--- src/rtl/discrim_sequencer_if.sv ---
// discrim_sequencer_if
// Groups the run-control and result signals exchanged between the
// discriminator run controller and its environment.
//   start, auto_en, abort   run requests and cancel
//   meas_len                measurement window length in cycles
//   amp_done, freq_done     analyser completion levels
//   signal_type             raw classification from the discriminator
//   meas_trigger            one-cycle pulse opening a measurement
//   judge_trigger           two-cycle pulse requesting classification
//   busy                    controller is not idle
//   type_valid, last_type   per-run result strobe and value
//   type_out, type_locked   confirmed type and its validity
//   timeout_err             sticky flag: last run timed out
// The sequencer uses the slave modport; the environment uses master.
interface discrim_sequencer_if #(
    parameter int WIN_W = 24
);
    logic             start;
    logic             auto_en;
    logic             abort;
    logic [WIN_W-1:0] meas_len;
    logic             amp_done;
    logic             freq_done;
    logic [2:0]       signal_type;
    logic             meas_trigger;
    logic             judge_trigger;
    logic             busy;
    logic             type_valid;
    logic [2:0]       last_type;
    logic [2:0]       type_out;
    logic             type_locked;
    logic             timeout_err;

    modport master (
        output start, auto_en, abort, meas_len, amp_done, freq_done, signal_type,
        input  meas_trigger, judge_trigger, busy, type_valid, last_type,
               type_out, type_locked, timeout_err
    );

    modport slave (
        input  start, auto_en, abort, meas_len, amp_done, freq_done, signal_type,
        output meas_trigger, judge_trigger, busy, type_valid, last_type,
               type_out, type_locked, timeout_err
    );
endinterface

--- src/rtl/discrim_sequencer.sv ---
// discrim_sequencer
// Run controller for the signal discriminator: opens a measurement,
// times the window, waits for both analysers, requests a judgement and
// captures the resulting type. A type is published on type_out only
// after CONFIRM consecutive identical, non-NA results.
// Ports:
//   clk    system clock
//   rst_n  asynchronous active-low reset
//   bus    discrim_sequencer_if.slave (run control in, triggers/results out)
// All outputs are registered; the pulse outputs are decoded from the
// next state so they line up with the state they belong to.
module discrim_sequencer #(
    parameter int WIN_W   = 24,
    parameter int TIMEOUT = 2_000_000,
    parameter int CONFIRM = 3
) (
    input logic                 clk,
    input logic                 rst_n,
    discrim_sequencer_if.slave  bus
);

    typedef enum logic [2:0] {
        IDLE,
        MEAS_START,
        WINDOW,
        WAIT_DONE,
        JUDGE1,
        JUDGE2,
        SETTLE,
        CAPTURE
    } state_t;

    localparam logic [2:0]       TYPE_NA   = 3'b100;
    localparam logic [2:0]       CONFIRM_V = 3'(CONFIRM);
    localparam logic [WIN_W-1:0] TO_LAST   = WIN_W'(TIMEOUT - 1);

    state_t           state, next_state;
    logic [WIN_W-1:0] win_cnt;
    logic [WIN_W-1:0] to_cnt;
    logic [2:0]       cand;
    logic [2:0]       conf_cnt;
    logic [2:0]       next_cand;
    logic [2:0]       next_cnt;
    logic             both_done;
    logic             timeout_hit;
    logic             capture;

    logic             meas_trigger_q;
    logic             judge_trigger_q;
    logic             busy_q;
    logic             type_valid_q;
    logic [2:0]       last_type_q;
    logic [2:0]       type_out_q;
    logic             type_locked_q;
    logic             timeout_err_q;

    assign both_done   = bus.amp_done & bus.freq_done;
    // Completion wins over the timeout if both happen in the same cycle.
    assign timeout_hit = (state == WAIT_DONE) && !both_done && (to_cnt == TO_LAST) && !bus.abort;
    assign capture     = (state == CAPTURE) && !bus.abort;

    // Next-state logic; abort overrides every transition.
    always_comb begin
        next_state = state;
        case (state)
            IDLE:       if (bus.start || bus.auto_en) next_state = MEAS_START;
            MEAS_START: next_state = WINDOW;
            WINDOW:     if (win_cnt <= WIN_W'(1)) next_state = WAIT_DONE;
            WAIT_DONE: begin
                if (both_done)
                    next_state = JUDGE1;
                else if (to_cnt == TO_LAST)
                    next_state = bus.auto_en ? MEAS_START : IDLE;
            end
            JUDGE1:     next_state = JUDGE2;
            JUDGE2:     next_state = SETTLE;
            SETTLE:     next_state = CAPTURE;
            CAPTURE:    next_state = bus.auto_en ? MEAS_START : IDLE;
            default:    next_state = IDLE;
        endcase
        if (bus.abort) next_state = IDLE;
    end

    // Confirmation candidate/count update for the result being captured.
    // NA clears the streak but keeps the candidate.
    always_comb begin
        next_cand = cand;
        next_cnt  = conf_cnt;
        if (bus.signal_type == TYPE_NA) begin
            next_cnt = 3'd0;
        end else if (bus.signal_type == cand) begin
            next_cnt = (conf_cnt >= CONFIRM_V) ? CONFIRM_V : conf_cnt + 3'd1;
        end else begin
            next_cand = bus.signal_type;
            next_cnt  = 3'd1;
        end
    end

    // State register.
    always_ff @(posedge clk or negedge rst_n) begin
        if (!rst_n) state <= IDLE;
        else        state <= next_state;
    end

    // Window and timeout counters. The timeout counter runs only while
    // the FSM stays in WAIT_DONE and is cleared on any exit.
    always_ff @(posedge clk or negedge rst_n) begin
        if (!rst_n) begin
            win_cnt <= '0;
            to_cnt  <= '0;
        end else begin
            if (bus.abort)
                win_cnt <= '0;
            else if (state == MEAS_START)
                win_cnt <= (bus.meas_len == '0) ? WIN_W'(1) : bus.meas_len;
            else if (state == WINDOW)
                win_cnt <= win_cnt - WIN_W'(1);

            if (state == WAIT_DONE && next_state == WAIT_DONE)
                to_cnt <= to_cnt + WIN_W'(1);
            else
                to_cnt <= '0;
        end
    end

    // Registered strobes and status decoded from the upcoming state.
    always_ff @(posedge clk or negedge rst_n) begin
        if (!rst_n) begin
            meas_trigger_q  <= 1'b0;
            judge_trigger_q <= 1'b0;
            busy_q          <= 1'b0;
            type_valid_q    <= 1'b0;
            last_type_q     <= TYPE_NA;
        end else begin
            meas_trigger_q  <= (next_state == MEAS_START);
            judge_trigger_q <= (next_state == JUDGE1) || (next_state == JUDGE2);
            busy_q          <= (next_state != IDLE);
            type_valid_q    <= capture;
            if (capture) last_type_q <= bus.signal_type;
        end
    end

    // Confirmation, lock and timeout flag. Abort and timeout drop the
    // lock but keep the last published type.
    always_ff @(posedge clk or negedge rst_n) begin
        if (!rst_n) begin
            cand          <= TYPE_NA;
            conf_cnt      <= 3'd0;
            type_out_q    <= TYPE_NA;
            type_locked_q <= 1'b0;
            timeout_err_q <= 1'b0;
        end else if (bus.abort) begin
            conf_cnt      <= 3'd0;
            type_locked_q <= 1'b0;
        end else if (timeout_hit) begin
            conf_cnt      <= 3'd0;
            type_locked_q <= 1'b0;
            timeout_err_q <= 1'b1;
        end else begin
            if (state == MEAS_START) timeout_err_q <= 1'b0;
            if (capture) begin
                cand     <= next_cand;
                conf_cnt <= next_cnt;
                if (next_cnt == CONFIRM_V) begin
                    type_out_q    <= next_cand;
                    type_locked_q <= 1'b1;
                end
            end
        end
    end

    assign bus.meas_trigger  = meas_trigger_q;
    assign bus.judge_trigger = judge_trigger_q;
    assign bus.busy          = busy_q;
    assign bus.type_valid    = type_valid_q;
    assign bus.last_type     = last_type_q;
    assign bus.type_out      = type_out_q;
    assign bus.type_locked   = type_locked_q;
    assign bus.timeout_err   = timeout_err_q;

endmodule

--- src/flat_wrapper.sv ---
// flat-port wrapper written by rule: the top's interface ports become plain ports
module discrim_sequencer_flat 
#(
    parameter int WIN_W   = 24,
    parameter int TIMEOUT = 2_000_000,
    parameter int CONFIRM = 3
)
  (clk, rst_n, bus_start, bus_auto_en, bus_abort, bus_meas_len, bus_amp_done, bus_freq_done, bus_signal_type, bus_meas_trigger, bus_judge_trigger, bus_busy, bus_type_valid, bus_last_type, bus_type_out, bus_type_locked, bus_timeout_err);
  discrim_sequencer_if #(.WIN_W(WIN_W)) bus_i ();
  input logic clk;
  input logic rst_n;
  input wire logic [$bits(bus_i.start)-1:0] bus_start;
  input wire logic [$bits(bus_i.auto_en)-1:0] bus_auto_en;
  input wire logic [$bits(bus_i.abort)-1:0] bus_abort;
  input wire logic [$bits(bus_i.meas_len)-1:0] bus_meas_len;
  input wire logic [$bits(bus_i.amp_done)-1:0] bus_amp_done;
  input wire logic [$bits(bus_i.freq_done)-1:0] bus_freq_done;
  input wire logic [$bits(bus_i.signal_type)-1:0] bus_signal_type;
  output wire logic [$bits(bus_i.meas_trigger)-1:0] bus_meas_trigger;
  output wire logic [$bits(bus_i.judge_trigger)-1:0] bus_judge_trigger;
  output wire logic [$bits(bus_i.busy)-1:0] bus_busy;
  output wire logic [$bits(bus_i.type_valid)-1:0] bus_type_valid;
  output wire logic [$bits(bus_i.last_type)-1:0] bus_last_type;
  output wire logic [$bits(bus_i.type_out)-1:0] bus_type_out;
  output wire logic [$bits(bus_i.type_locked)-1:0] bus_type_locked;
  output wire logic [$bits(bus_i.timeout_err)-1:0] bus_timeout_err;
  assign bus_i.start = bus_start;
  assign bus_i.auto_en = bus_auto_en;
  assign bus_i.abort = bus_abort;
  assign bus_i.meas_len = bus_meas_len;
  assign bus_i.amp_done = bus_amp_done;
  assign bus_i.freq_done = bus_freq_done;
  assign bus_i.signal_type = bus_signal_type;
  assign bus_meas_trigger = bus_i.meas_trigger;
  assign bus_judge_trigger = bus_i.judge_trigger;
  assign bus_busy = bus_i.busy;
  assign bus_type_valid = bus_i.type_valid;
  assign bus_last_type = bus_i.last_type;
  assign bus_type_out = bus_i.type_out;
  assign bus_type_locked = bus_i.type_locked;
  assign bus_timeout_err = bus_i.timeout_err;
  discrim_sequencer #(.WIN_W(WIN_W), .TIMEOUT(TIMEOUT), .CONFIRM(CONFIRM)) u_core (.clk(clk), .rst_n(rst_n), .bus(bus_i));
endmodule
--- config.mk ---
export PLATFORM = sky130hd
export DESIGN_NAME = discrim_sequencer_flat
export DESIGN_NICKNAME = d
export VERILOG_FILES = /design/src/rtl/discrim_sequencer_if.sv /design/src/rtl/discrim_sequencer.sv /design/src/flat_wrapper.sv
export SDC_FILE = /design/constraint.sdc
export NUM_CORES = 1
export LEC_CHECK = 0
export ABC_CLOCK_PERIOD_IN_PS = 1950
export BUFFER_PORTS_ARGS = -buffer_cell sky130_fd_sc_hd__buf_2
export CAP_MARGIN = 25
export CORE_UTILIZATION = 30
export DETAILED_ROUTE_END_ITERATION = 10
export GPL_ROUTABILITY_DRIVEN = 0
export PLACE_DENSITY = 0.51
export RECOVER_POWER = 25
export SLEW_MARGIN = 0
export SYNTH_ARGS = -nofsm -noshare
export SYNTH_HDL_FRONTEND = slang
export SYNTH_SLANG_ARGS = --single-unit
--- constraint.sdc ---
create_clock -name clk -period 1.95 [get_ports clk]
set_input_delay 0.2925 -clock clk [delete_from_list [all_inputs] [get_ports clk]]
set_output_delay 0.2925 -clock clk [all_outputs]
set_load 0.01 [all_outputs]
==> results of run 1 <==
[layer usage]
layer | vias up | global-route usage (%) | part of all wire, %
li1 | 1823 | - | -
met1 | 1855 | 25.40 | 49
met2 | 67 | 28.21 | 46
met3 | 12 | 4.789 | 4.1
met4 | 0 | 5.316 | 1.8
met5 | - | 0 | 0
[logic make-up (layout without fill, tap and decap cells)]
logic type	after synthesis	in the layout	synth area share, %
buffers and inverters	43	150	4.318
AO/OA/AOI/OAI	100	100	16.96
adder cells (fa/ha/maj)	5	5	1.576
multiplexers	7	7	1.922
XOR/XNOR	28	28	6.177
AND/OR/NAND/NOR	191	191	25.46
flip-flops	69	69	43.59
[flip-flops by register name, summed over array words and instances, names as in the netlist]
register	flops
u_core.bus.meas_trigger	1
u_core.to_cnt	24
u_core.bus.type_out	3
u_core.state	3
u_core.bus.busy	1
u_core.bus.judge_trigger	1
u_core.bus.type_locked	1
u_core.bus.type_valid	1
u_core.win_cnt	24
u_core.cand	3
u_core.bus.timeout_err	1
u_core.conf_cnt	3
u_core.bus.last_type	3
[cell usage after synthesis, types with 3 or more instances]
master    count
nand3_1      16
clkbuf_1     20
o221ai_1      4
inv_1        20
nor2_1       56
mux2_2        5
o311ai_0      4
nand4_1       8
and3_1        4
nor4_1       16
nor2b_1       4
o21ai_0      16
o21ai_1       3
a31oi_1      10
or3_1         7
a21oi_1      22
and4_1        5
or2_2         5
or4_1         7
ha_1          5
a22oi_1       7
o211ai_1      4
dfstp_2       3
xnor2_1       9
nor3_1       12
a221oi_1      3
a211oi_1      4
nand2_1      34
dfrtp_1      66
xor2_1       19
[cells in the final DEF, fill, tap and decap left out, drive strengths merged, types with 10 or more instances in the layout]
cell,n
inv,20
nor2,56
nand2,34
o21ai,19
a21oi,22
nand3,16
clkbuf,15
xor2,19
dfrtp,66
buf,110
nor3,14
a31oi,10
nor4,17
[worst max-delay path by stage]
stage                       startpoint            endpoint  slack, ns
floorplan           u_core.win_cnt[10]  u_core.win_cnt[22]      -0.15
global placement    u_core.win_cnt[12]  u_core.win_cnt[22]      -0.18
detailed placement  u_core.win_cnt[12]  u_core.win_cnt[22]      -0.17
CTS                  u_core.win_cnt[9]  u_core.win_cnt[22]      -0.13
global route         u_core.win_cnt[9]  u_core.win_cnt[22]      -0.23
finish               u_core.win_cnt[9]  u_core.win_cnt[18]      -0.13
[worst min-delay path: cells and delay by family]
kind            cells  cell delay, ns
compound gates      1            0.06
simple gates        1            0.10
buf+inv             1            0.10
[power groups by stage]
stage / sequential (W) / clock (W) / combinational (W)
6_report: 0.00192 / 0.00177 / 0.00378
5_1_grt: 0.00194 / 0.00188 / 0.00414
4_1_cts: 0.00189 / 0.00182 / 0.00338
3_5_place_dp: 0.00191 / 0 / 0.00318
3_3_place_gp: 0.00190 / 0 / 0.00315
2_1_floorplan: 0.00189 / 0 / 0.00191
[cell type report]
class,count,share of cell area (%)
tap,172,4.064
sequential,69,32.75
clock inverter,4,1.371
multi-input combinational,331,41.33
timing repair buffer,114,14.41
clock buffer,12,4.655
inverter,20,1.418
[metrics by stage]
| step | power (W) | std cells | utilization (%) | TNS (ns) | hold WS, ns |
|---|---|---|---|---|---|
| floorplan | 0.003805 | 443 | - | -0.5051 | -0.003091 |
| detailed placement | 0.005085 | 698 | 37.77 | -0.7404 | 0.2641 |
| finish | 0.007464 | 722 | 41.45 | -1.004 | 0.2630 |
| global route | 0.007957 | 722 | 41.45 | -3.870 | 0.2698 |
| CTS | 0.007095 | 718 | 40.78 | -0.4873 | 0.2502 |
| global placement | 0.005054 | 698 | 37.77 | -0.5421 | 0.2626 |
[timing repair]
item                       4_1_cts  5_1_grt
setup buffers                    3        4
pin swaps                        4        9
hold endpoints to repair        11        0
resized for setup               11       22
setup endpoints to repair       12       26
hold buffers                     1        0
==> metrics.cfg, run 1 <==
[logic_synthesis]
ys_ff_latch = 69
synth_area_leaders = dfrtp_1 (42%), nor2_1 (5.3%), xor2_1 (4.2%), nand2_1 (3.2%), a21oi_1 (2.8%)
async_flop_share_pct = 100.0
yosys.area.top_type = dfrtp_1
synth_cells = 443
synth_edf_count = 0
yosys_most_used_dff = dfrtp_1
yosysSeqAreaShare_pct = 43.59
synth_nets = 482
yosysWarnings = 0
syn-cell-area_um2 = 3970
ys_types = 60
syn_area_per_cell_um2 = 8.962
synth_top_area_share_pct = 41.60

[drt]
vias_per_cell = 5.204
drtPass1Iterations = 4
wl_per_cell_um = 15.85
drc_errors = 0
final_antenna_net_count = 0
vias = 3757
drt_wl_total_um = 11440
drtIter0Drc = 206

[worst_setup_path]
worstRegToRegCells = 7
worstPathMaxFanout = 5
start_kind = register
crit_buf_inv = 2
worstPathRequired_ns = 2.20
path_cells = or4_4 -> nor4_4 -> buf_4 -> buf_4 -> nand2_2 -> or3_1 -> a31oi_1
ff2ff_setup_slack_ns = -0.13
crit_cells = 7
r2r_end = u_core.win_cnt[18]
cp_common_cell = buf_4
endpoint_kind = register
slowest_delay_ns = 0.58
critical_path_arrival_ns = 2.33
critPathTopFamily = simple AND/OR/NAND/NOR gates
slowest_stage = or4_4
criticalPathCategory = register to register
r2r_start = u_core.win_cnt[9]

[clocking]
clockRootBuffer = clkbuf_16
clk_pin_slew_ns = 0.06
clock_latency_ns = 0.34
cts_made_buffers = 9
cts_tree = done
cts_sinks = 69
htree_levels = 3
clk_path_buf_depth = 2

[floorplan]
die_area_um2 = 13700
top_level_ports = 46
row_count = 41
die_y_um = 117.0
dieWidth_um = 117.0
core_area_um2 = 12770
initial_utilization_pct = 31.08

[place]
place_hpwl_um = 8298
io_buffer_count = 45
place_area_um2 = 4825
place_ws_ns = -0.1664

[power_and_ir_drop]
swShare_pct = 37.78
intPower_w = 0.004644
sequentialPowerShare_pct = 25.7
p_comb_share_pct = 50.6
ir_drop_mv = 0.7489
p_clk_share_pct = 23.7
p_switching_w = 0.002820
leakagePower_nw = 2.352
p_per_area_nw_per_um2 = 1410

[layout]
seqCellArea_um2 = 1734
n_antenna_cell = 0
syn2layout_area_growth_pct = 33.38
final.fill_count = 1292
drive_gt1_share_pct = 30.36
design_area_um2 = 5295
fin_nets = 584
multi_input_area_um2 = 2188

[global_route]
grt.overflow.total = 0
first_global_vias = 3735
antenna_found_initial = 0
gr-usage-all-layers_pct = 18.34
grt_max_degree = 25
grt_pass1_wl_um = 19040

[worst_hold_path]
hp-class = input pin to register
worstHoldEndpoint = u_core.win_cnt[7]
holdPathStages = 3
min_from = bus_meas_len[7]

[timing]
grt_setup_unrepaired = true
fin_crit_sh_pct = 106.7
fin_crit_ns = 2.081
layout_setup_ws_ns = -0.1310
clock_skew_ns = 0.01167
slew_violations = 0
worst_pin_slew_ns = 0.9156
max_freq_ghz = 0.4805
finalHoldViolCount = 0
setup_viol = 12
slew_headroom_pct = 38.96

[status]
status = finished with violations
violations = setup timing

[flow_run]
drv_cap = 0

(Power assumes the default switching activity.)
==> run 2: changes to the inputs <==
--- a/config.mk
+++ b/config.mk
@@ -5,13 +5,14 @@
 export SDC_FILE = /design/constraint.sdc
 export NUM_CORES = 1
 export LEC_CHECK = 0
-export ABC_CLOCK_PERIOD_IN_PS = 1950
+export ABC_CLOCK_PERIOD_IN_PS = 2200
 export BUFFER_PORTS_ARGS = -buffer_cell sky130_fd_sc_hd__buf_2
 export CAP_MARGIN = 25
 export CORE_UTILIZATION = 30
 export DETAILED_ROUTE_END_ITERATION = 10
 export GPL_ROUTABILITY_DRIVEN = 0
-export PLACE_DENSITY = 0.51
+export MAX_ROUTING_LAYER = met4
+export PLACE_DENSITY = 0.44
 export RECOVER_POWER = 25
 export SLEW_MARGIN = 0
 export SYNTH_ARGS = -nofsm -noshare
==> constraint.sdc (replaced) <==
create_clock -name clk -period 2.2 [get_ports clk]
set_input_delay 0.33 -clock clk [delete_from_list [all_inputs] [get_ports clk]]
set_output_delay 0.33 -clock clk [all_outputs]
set_load 0.01 [all_outputs]
==> metrics.cfg, run 2 (synthesized netlist as in run 1, its figures left out) <==
[status]
status = finished with violations  ; unchanged
violations = capacitance limit, slew limit  ; was setup timing

[timing]
grt_setup_unrepaired = false  ; was true
setup_viol = 0  ; was 12
fin_crit_ns = 2.107  ; was 2.081 ns
fin_crit_sh_pct = 95.79  ; was 106.7%
hold_slack_ns = 0.2927  ; was 0.2630 ns
finalHoldViolCount = 0  ; unchanged
worst_pin_slew_ns = 1.794  ; was 0.9156 ns
slew_headroom_pct = -19.58  ; was 38.96%
slew_violations = 70  ; was 0
max_freq_ghz = 0.4745  ; was 0.4805 GHz
clock_skew_ns = 0.006648  ; was 0.01167 ns
tns_ns = 0  ; was -1.004 ns

[worst_setup_path]
criticalPathCategory = register to register  ; unchanged
slowest_stage = or4_4  ; unchanged
ff2ff_setup_slack_ns = 0.09  ; was -0.13 ns
start_kind = register  ; unchanged
worstPathMaxFanout = 4  ; was 5
critical_path_arrival_ns = 2.36  ; was 2.33 ns
worstPathRequired_ns = 2.45  ; was 2.20 ns
crit_cells = 6  ; was 7
crit_buf_inv = 1  ; was 2
slowest_delay_ns = 0.57  ; was 0.58 ns
endpoint_kind = register  ; unchanged
critPathTopFamily = simple AND/OR/NAND/NOR gates  ; unchanged
path_cells = or4_4 -> nor4_4 -> buf_4 -> nand4_2 -> or4_1 -> a31oi_1  ; was or4_4 -> nor4_4 -> buf_4 -> buf_4 -> nand2_2 -> or3_1 -> a31oi_1
worstRegToRegCells = 6  ; was 7

[layout]
syn2layout_area_growth_pct = 23.32  ; was 33.38%
fin_nets = 551  ; was 584
design_area_um2 = 4896  ; was 5295 µm²
final_cell_mix = dfrtp_1 (66), nor2_1 (56), buf_2 (45), buf_4 (35), nand2_1 (34)  ; was dfrtp_1 (63), buf_4 (62), nor2_1 (56), buf_2 (44), nand2_1 (31)
reg.largest.list = u_core.to_cnt: 24 flops, u_core.win_cnt: 24 flops  ; unchanged
drive_gt1_share_pct = 23.79  ; was 30.36%
final.fill_count = 1302  ; was 1292
mostFrequentLayoutCell = dfrtp_1  ; unchanged
n_antenna_cell = 0  ; unchanged

[clocking]
clk_pin_slew_ns = 0.06  ; about the same
cts_made_buffers = 9  ; unchanged
holdBufCountCts = 0  ; was 1
htree_levels = 3  ; unchanged
cts_sinks = 69  ; unchanged
clockRootBuffer = clkbuf_16  ; unchanged
clk_path_buf_depth = 2  ; unchanged
cts_tree = done  ; unchanged
clock_latency_ns = 0.34  ; about the same

[drt]
drc_errors = 0  ; unchanged
drtIter0Drc = 246  ; was 206
wl_per_cell_um = 15.80  ; was 15.85 µm
drtPass1Iterations = 4  ; unchanged
final_antenna_net_count = 0  ; unchanged
drt_wl_total_um = 10890  ; was 11440 µm
vias_per_cell = 5.118  ; was 5.204
vias = 3526  ; was 3757

[global_route]
first_global_vias = 3515  ; was 3735
grt.overflow.total = 0  ; unchanged
grt_pass1_wl_um = 17980  ; was 19040 µm
antenna_found_initial = 0  ; unchanged
gr-usage-all-layers_pct = 17.99  ; was 18.34%
grt_max_degree = 70  ; was 25

[flow_run]
drv_cap = 1  ; was 0

[worst_hold_path]
hp-class = input pin to register  ; unchanged
holdPathStages = 3  ; unchanged

[power_and_ir_drop]
p_per_area_nw_per_um2 = 1181  ; was 1410 nW/µm²
ir_drop_mv = 0.3908  ; was 0.7489 mV
leakagePower_nw = 2.157  ; was 2.352 nW

[floorplan]
die_area_um2 = 13700  ; unchanged
row_count = 41  ; unchanged
core_area_um2 = 12770  ; unchanged
initial_utilization_pct = 31.08  ; unchanged
die_y_um = 117.0  ; unchanged
dieWidth_um = 117.0  ; unchanged
top_level_ports = 46  ; unchanged

[place]
place_area_um2 = 4587  ; was 4825 µm²
io_buffer_count = 45  ; unchanged
place_hpwl_um = 7765  ; was 8298 µm

## run 2: power breakdown
group	internal (W)	leakage, nW	switching [W]
Clock	0.000822	0.130	0.000568
Combinational	0.00120	1.10	0.00149
Sequential	0.00149	0.931	0.000220
## run 2: worst register-to-register path: stages, from the launching register on
cell	delay, ns
dfrtp_1	0.37
or4_4	0.57
nor4_4	0.21
buf_4	0.18
nand4_2	0.13
or4_1	0.41
a31oi_1	0.15
## run 2: layout make-up
type / count / area (µm²) / area share (%)
Clock buffer: 11 / 252.7 / 5.162
Clock inverter: 5 / 35.03 / 0.7156
Inverter: 20 / 75.07 / 1.533
Multi-Input combinational cell: 331 / 2095 / 42.78
Sequential cell: 69 / 1730 / 35.34
Tap cell: 172 / 215.2 / 4.396
Timing Repair Buffer: 81 / 493.0 / 10.07
## run 2: timing repair
action	4_1_cts	5_1_grt
setup endpoints to repair	1	9
pin swaps	1	2
buffers inserted	1	1
gates resized for setup	1	4
## run 2: path summary, 6_finish.rpt
| check | start | endpoint |
|---|---|---|
| setup / recovery | u_core.win_cnt[13] | u_core.win_cnt[22] |
| max in group asynchronous | rst_n | u_core.bus.last_type[1] |
| hold / removal | bus_signal_type[2] | u_core.cand[2] |
| setup reg to reg | u_core.win_cnt[13] | u_core.win_cnt[22] |
| min in group asynchronous | rst_n | u_core.win_cnt[3] |
| hold reg to reg | u_core.to_cnt[0] | u_core.to_cnt[0] |
## run 2: through the flow
stage / setup slack, ns / instances / util, % / total power (W)
4_1_cts: 0.04637 / 688 / 38.25 / 0.005760
2_1_floorplan: 0.04687 / 443 / - / 0.003325
6_report: 0.09272 / 689 / 38.33 / 0.005783
3_3_place_gp: 0.01572 / 671 / 35.91 / 0.004272
3_5_place_dp: -0.008113 / 671 / 35.91 / 0.004276
5_1_grt: 0.0001321 / 689 / 38.33 / 0.006227
## run 2: routing by layer
metal / vias up / global-route usage (%) / wire (µm)
met4: 0 / 5.992 / 125
met1: 1702 / 24.48 / 5424
met3: 7 / 3.913 / 458
met5: - / - / 0
li1: 1757 / - / -
met2: 60 / 26.47 / 4880
==> run 3: changes to the inputs <==
--- a/config.mk
+++ b/config.mk
@@ -5,7 +5,7 @@
 export SDC_FILE = /design/constraint.sdc
 export NUM_CORES = 1
 export LEC_CHECK = 0
-export ABC_CLOCK_PERIOD_IN_PS = 2200
+export ABC_CLOCK_PERIOD_IN_PS = 2700
 export BUFFER_PORTS_ARGS = -buffer_cell sky130_fd_sc_hd__buf_2
 export CAP_MARGIN = 25
 export CORE_UTILIZATION = 30
==> constraint.sdc (replaced) <==
create_clock -name clk -period 2.7 [get_ports clk]
set_input_delay 0.405 -clock clk [delete_from_list [all_inputs] [get_ports clk]]
set_output_delay 0.405 -clock clk [all_outputs]
set_load 0.01 [all_outputs]
==> metrics.cfg, run 3 (synthesized netlist as in run 1, its figures left out) <==
[status]
status = complete, no violations  ; was finished with violations

[global_route]
grt.overflow.total = 0  ; unchanged
grt_pass1_wl_um = 18150  ; was 17980 µm
gr-usage-all-layers_pct = 18.06  ; was 17.99%
antenna_found_initial = 0  ; unchanged
first_global_vias = 3516  ; was 3515
grt_max_degree = 32  ; was 70

[worst_setup_path]
slowest_delay_ns = 0.63  ; was 0.57 ns
r2r_start = u_core.win_cnt[6]  ; was u_core.win_cnt[13]
path_cells = or4_4 -> nor4_4 -> nand4_2 -> or4_1 -> a31oi_1  ; was or4_4 -> nor4_4 -> buf_4 -> nand4_2 -> or4_1 -> a31oi_1
crit_buf_inv = 0  ; was 1
start_kind = register  ; unchanged
ff2ff_setup_slack_ns = 0.33  ; was 0.09 ns
worstPathMaxFanout = 9  ; was 4
criticalPathCategory = register to register  ; unchanged
cp-startpoint = u_core.win_cnt[6]  ; was u_core.win_cnt[13]
slowest_stage = or4_4  ; unchanged
critical_path_arrival_ns = 2.62  ; was 2.36 ns
worstPathRequired_ns = 2.95  ; was 2.45 ns
endpoint_kind = register  ; unchanged
critPathTopFamily = simple AND/OR/NAND/NOR gates  ; unchanged

[worst_hold_path]
hp-class = input pin to async pin  ; was input pin to register

[drt]
vias_per_cell = 5.272  ; was 5.118
wl_per_cell_um = 16.37  ; was 15.80 µm
drtPass1Iterations = 5  ; was 4
drt_wl_total_um = 10940  ; was 10890 µm
drtIter0Drc = 225  ; was 246
final_antenna_net_count = 0  ; unchanged
drc_errors = 0  ; unchanged
vias = 3522  ; was 3526

[power_and_ir_drop]
p_switching_w = 0.001789  ; was 0.002274 W
intPower_w = 0.002628  ; was 0.003508 W
p_comb_share_pct = 40.7  ; was 46.5%
leakagePower_nw = 2.059  ; was 2.157 nW
p_total_w = 0.004417  ; was 0.005783 W
p_per_area_nw_per_um2 = 936.1  ; was 1181 nW/µm²
sequentialPowerShare_pct = 32.9  ; was 29.5%
p_clk_share_pct = 26.4  ; was 24.0%
swShare_pct = 40.50  ; was 39.33%
ir_drop_mv = 0.2734  ; was 0.3908 mV

[flow_run]
drv_cap = 0  ; was 1

[timing]
fin_crit_ns = 2.370  ; was 2.107 ns
clock_skew_ns = 0.004034  ; was 0.006648 ns
slew_headroom_pct = 10.19  ; was -19.58%
slew_violations = 0  ; was 70
tns_ns = 0  ; unchanged
finalHoldViolCount = 0  ; unchanged
fin_crit_sh_pct = 87.78  ; was 95.79%
layout_setup_ws_ns = 0.3300  ; was 0.09272 ns
setup_viol = 0  ; unchanged
worst_pin_slew_ns = 1.347  ; was 1.794 ns
grt_setup_unrepaired = false  ; unchanged
max_freq_ghz = 0.4219  ; was 0.4745 GHz
hold_slack_ns = 0.3576  ; was 0.2927 ns

[clocking]
holdBufCountCts = 0  ; unchanged
post_cts_buffers = 0  ; was 1
cts_tree = done  ; unchanged
clk_path_buf_depth = 2  ; unchanged
cts_sinks = 69  ; unchanged
clockRootBuffer = clkbuf_16  ; unchanged
clk_pin_slew_ns = 0.06  ; about the same
cts_resized = 0  ; was 1
cts_made_buffers = 9  ; unchanged
clock_latency_ns = 0.34  ; about the same
htree_levels = 3  ; unchanged

[floorplan]
dieWidth_um = 117.0  ; unchanged
initial_utilization_pct = 31.08  ; unchanged
die_y_um = 117.0  ; unchanged
die_area_um2 = 13700  ; unchanged
row_count = 41  ; unchanged
top_level_ports = 46  ; unchanged
core_area_um2 = 12770  ; unchanged

[layout]
post-route-util_pct = 36.94  ; was 38.33%
reg.largest.list = u_core.to_cnt: 24 flops, u_core.win_cnt: 24 flops  ; unchanged
multi_input_area_um2 = 2073  ; was 2095 µm²
syn2layout_area_growth_pct = 18.85  ; was 23.32%
drive_gt1_share_pct = 19.15  ; was 23.79%
n_antenna_cell = 0  ; unchanged
mostFrequentLayoutCell = dfrtp_1  ; unchanged
final_cell_mix = dfrtp_1 (66), nor2_1 (56), buf_2 (44), nand2_1 (34), a21oi_1 (22)  ; was dfrtp_1 (66), nor2_1 (56), buf_2 (45), buf_4 (35), nand2_1 (34)
final.fill_count = 1341  ; was 1302
fin_nets = 530  ; was 551
seqCellArea_um2 = 1730  ; unchanged

[place]
place_hpwl_um = 7839  ; was 7765 µm
io_buffer_count = 45  ; unchanged
place_ws_ns = 0.3480  ; was -0.008113 ns

run 3: changes by cell type in the layout (fill, tap and decap cells not counted), moves of 2 or more:
| cell | change |
|---|---|
| or4_1 | +2 |
| clkinvlp_4 | -3 |
| clkinv_2 | +3 |
| or4_4 | -2 |
| clkbuf_8 | -2 |
| nor4_2 | -2 |
| nor4_1 | +2 |
| clkbuf_1 | +2 |
| buf_4 | -21 |
run 3: through the flow:
stage                     instance area [µm²]  instances
after global placement                   4432        652
after global routing                     4718        668
after CTS                                4723        668
after detailed placement                 4432        652
after floorplan                          3970        443
final                                    4718        668
run 3: metal layers:
layer / part of all wire (%) / track usage [%] / vias up / wire length, µm
li1: - / - / 1717 / -
met1: 50 / 24.84 / 1725 / 5449
met2: 45 / 26.51 / 65 / 4879
met3: 4.2 / 3.450 / 15 / 457
met4: 1.4 / 6.245 / 0 / 152
met5: 0 / - / - / 0
run 3: area by class of cell:
| class | instances | area share, % |
|---|---|---|
| clock buffer | 9 | 4.773 |
| multi-input combinational | 331 | 43.94 |
| tap | 172 | 4.561 |
| timing repair buffer | 60 | 7.054 |
| inverter | 20 | 1.591 |
| sequential | 69 | 36.67 |
| clock inverter | 7 | 1.405 |
run 3: path summary, 6_finish.rpt:
| kind | cells after the start | end |
|---|---|---|
| worst max-delay path | 5 | u_core.win_cnt[22] |
| worst min-delay path | 1 | u_core.win_cnt[2] |
| worst max register to register | 5 | u_core.win_cnt[22] |
| worst min register to register | 1 | u_core.to_cnt[0] |
| max in group asynchronous | 2 | u_core.win_cnt[15] |
| min in group clk | 3 | u_core.win_cnt[7] |
run 3: power groups by stage:
stage | sequential [W] | combinational (W) | clock [W]
after global routing | 0.00149 | 0.00200 | 0.00124
after global placement | 0.00146 | 0.00178 | 0
final | 0.00145 | 0.00180 | 0.00117
after floorplan | 0.00136 | 0.00134 | 0
after CTS | 0.00145 | 0.00179 | 0.00120
after detailed placement | 0.00147 | 0.00178 | 0
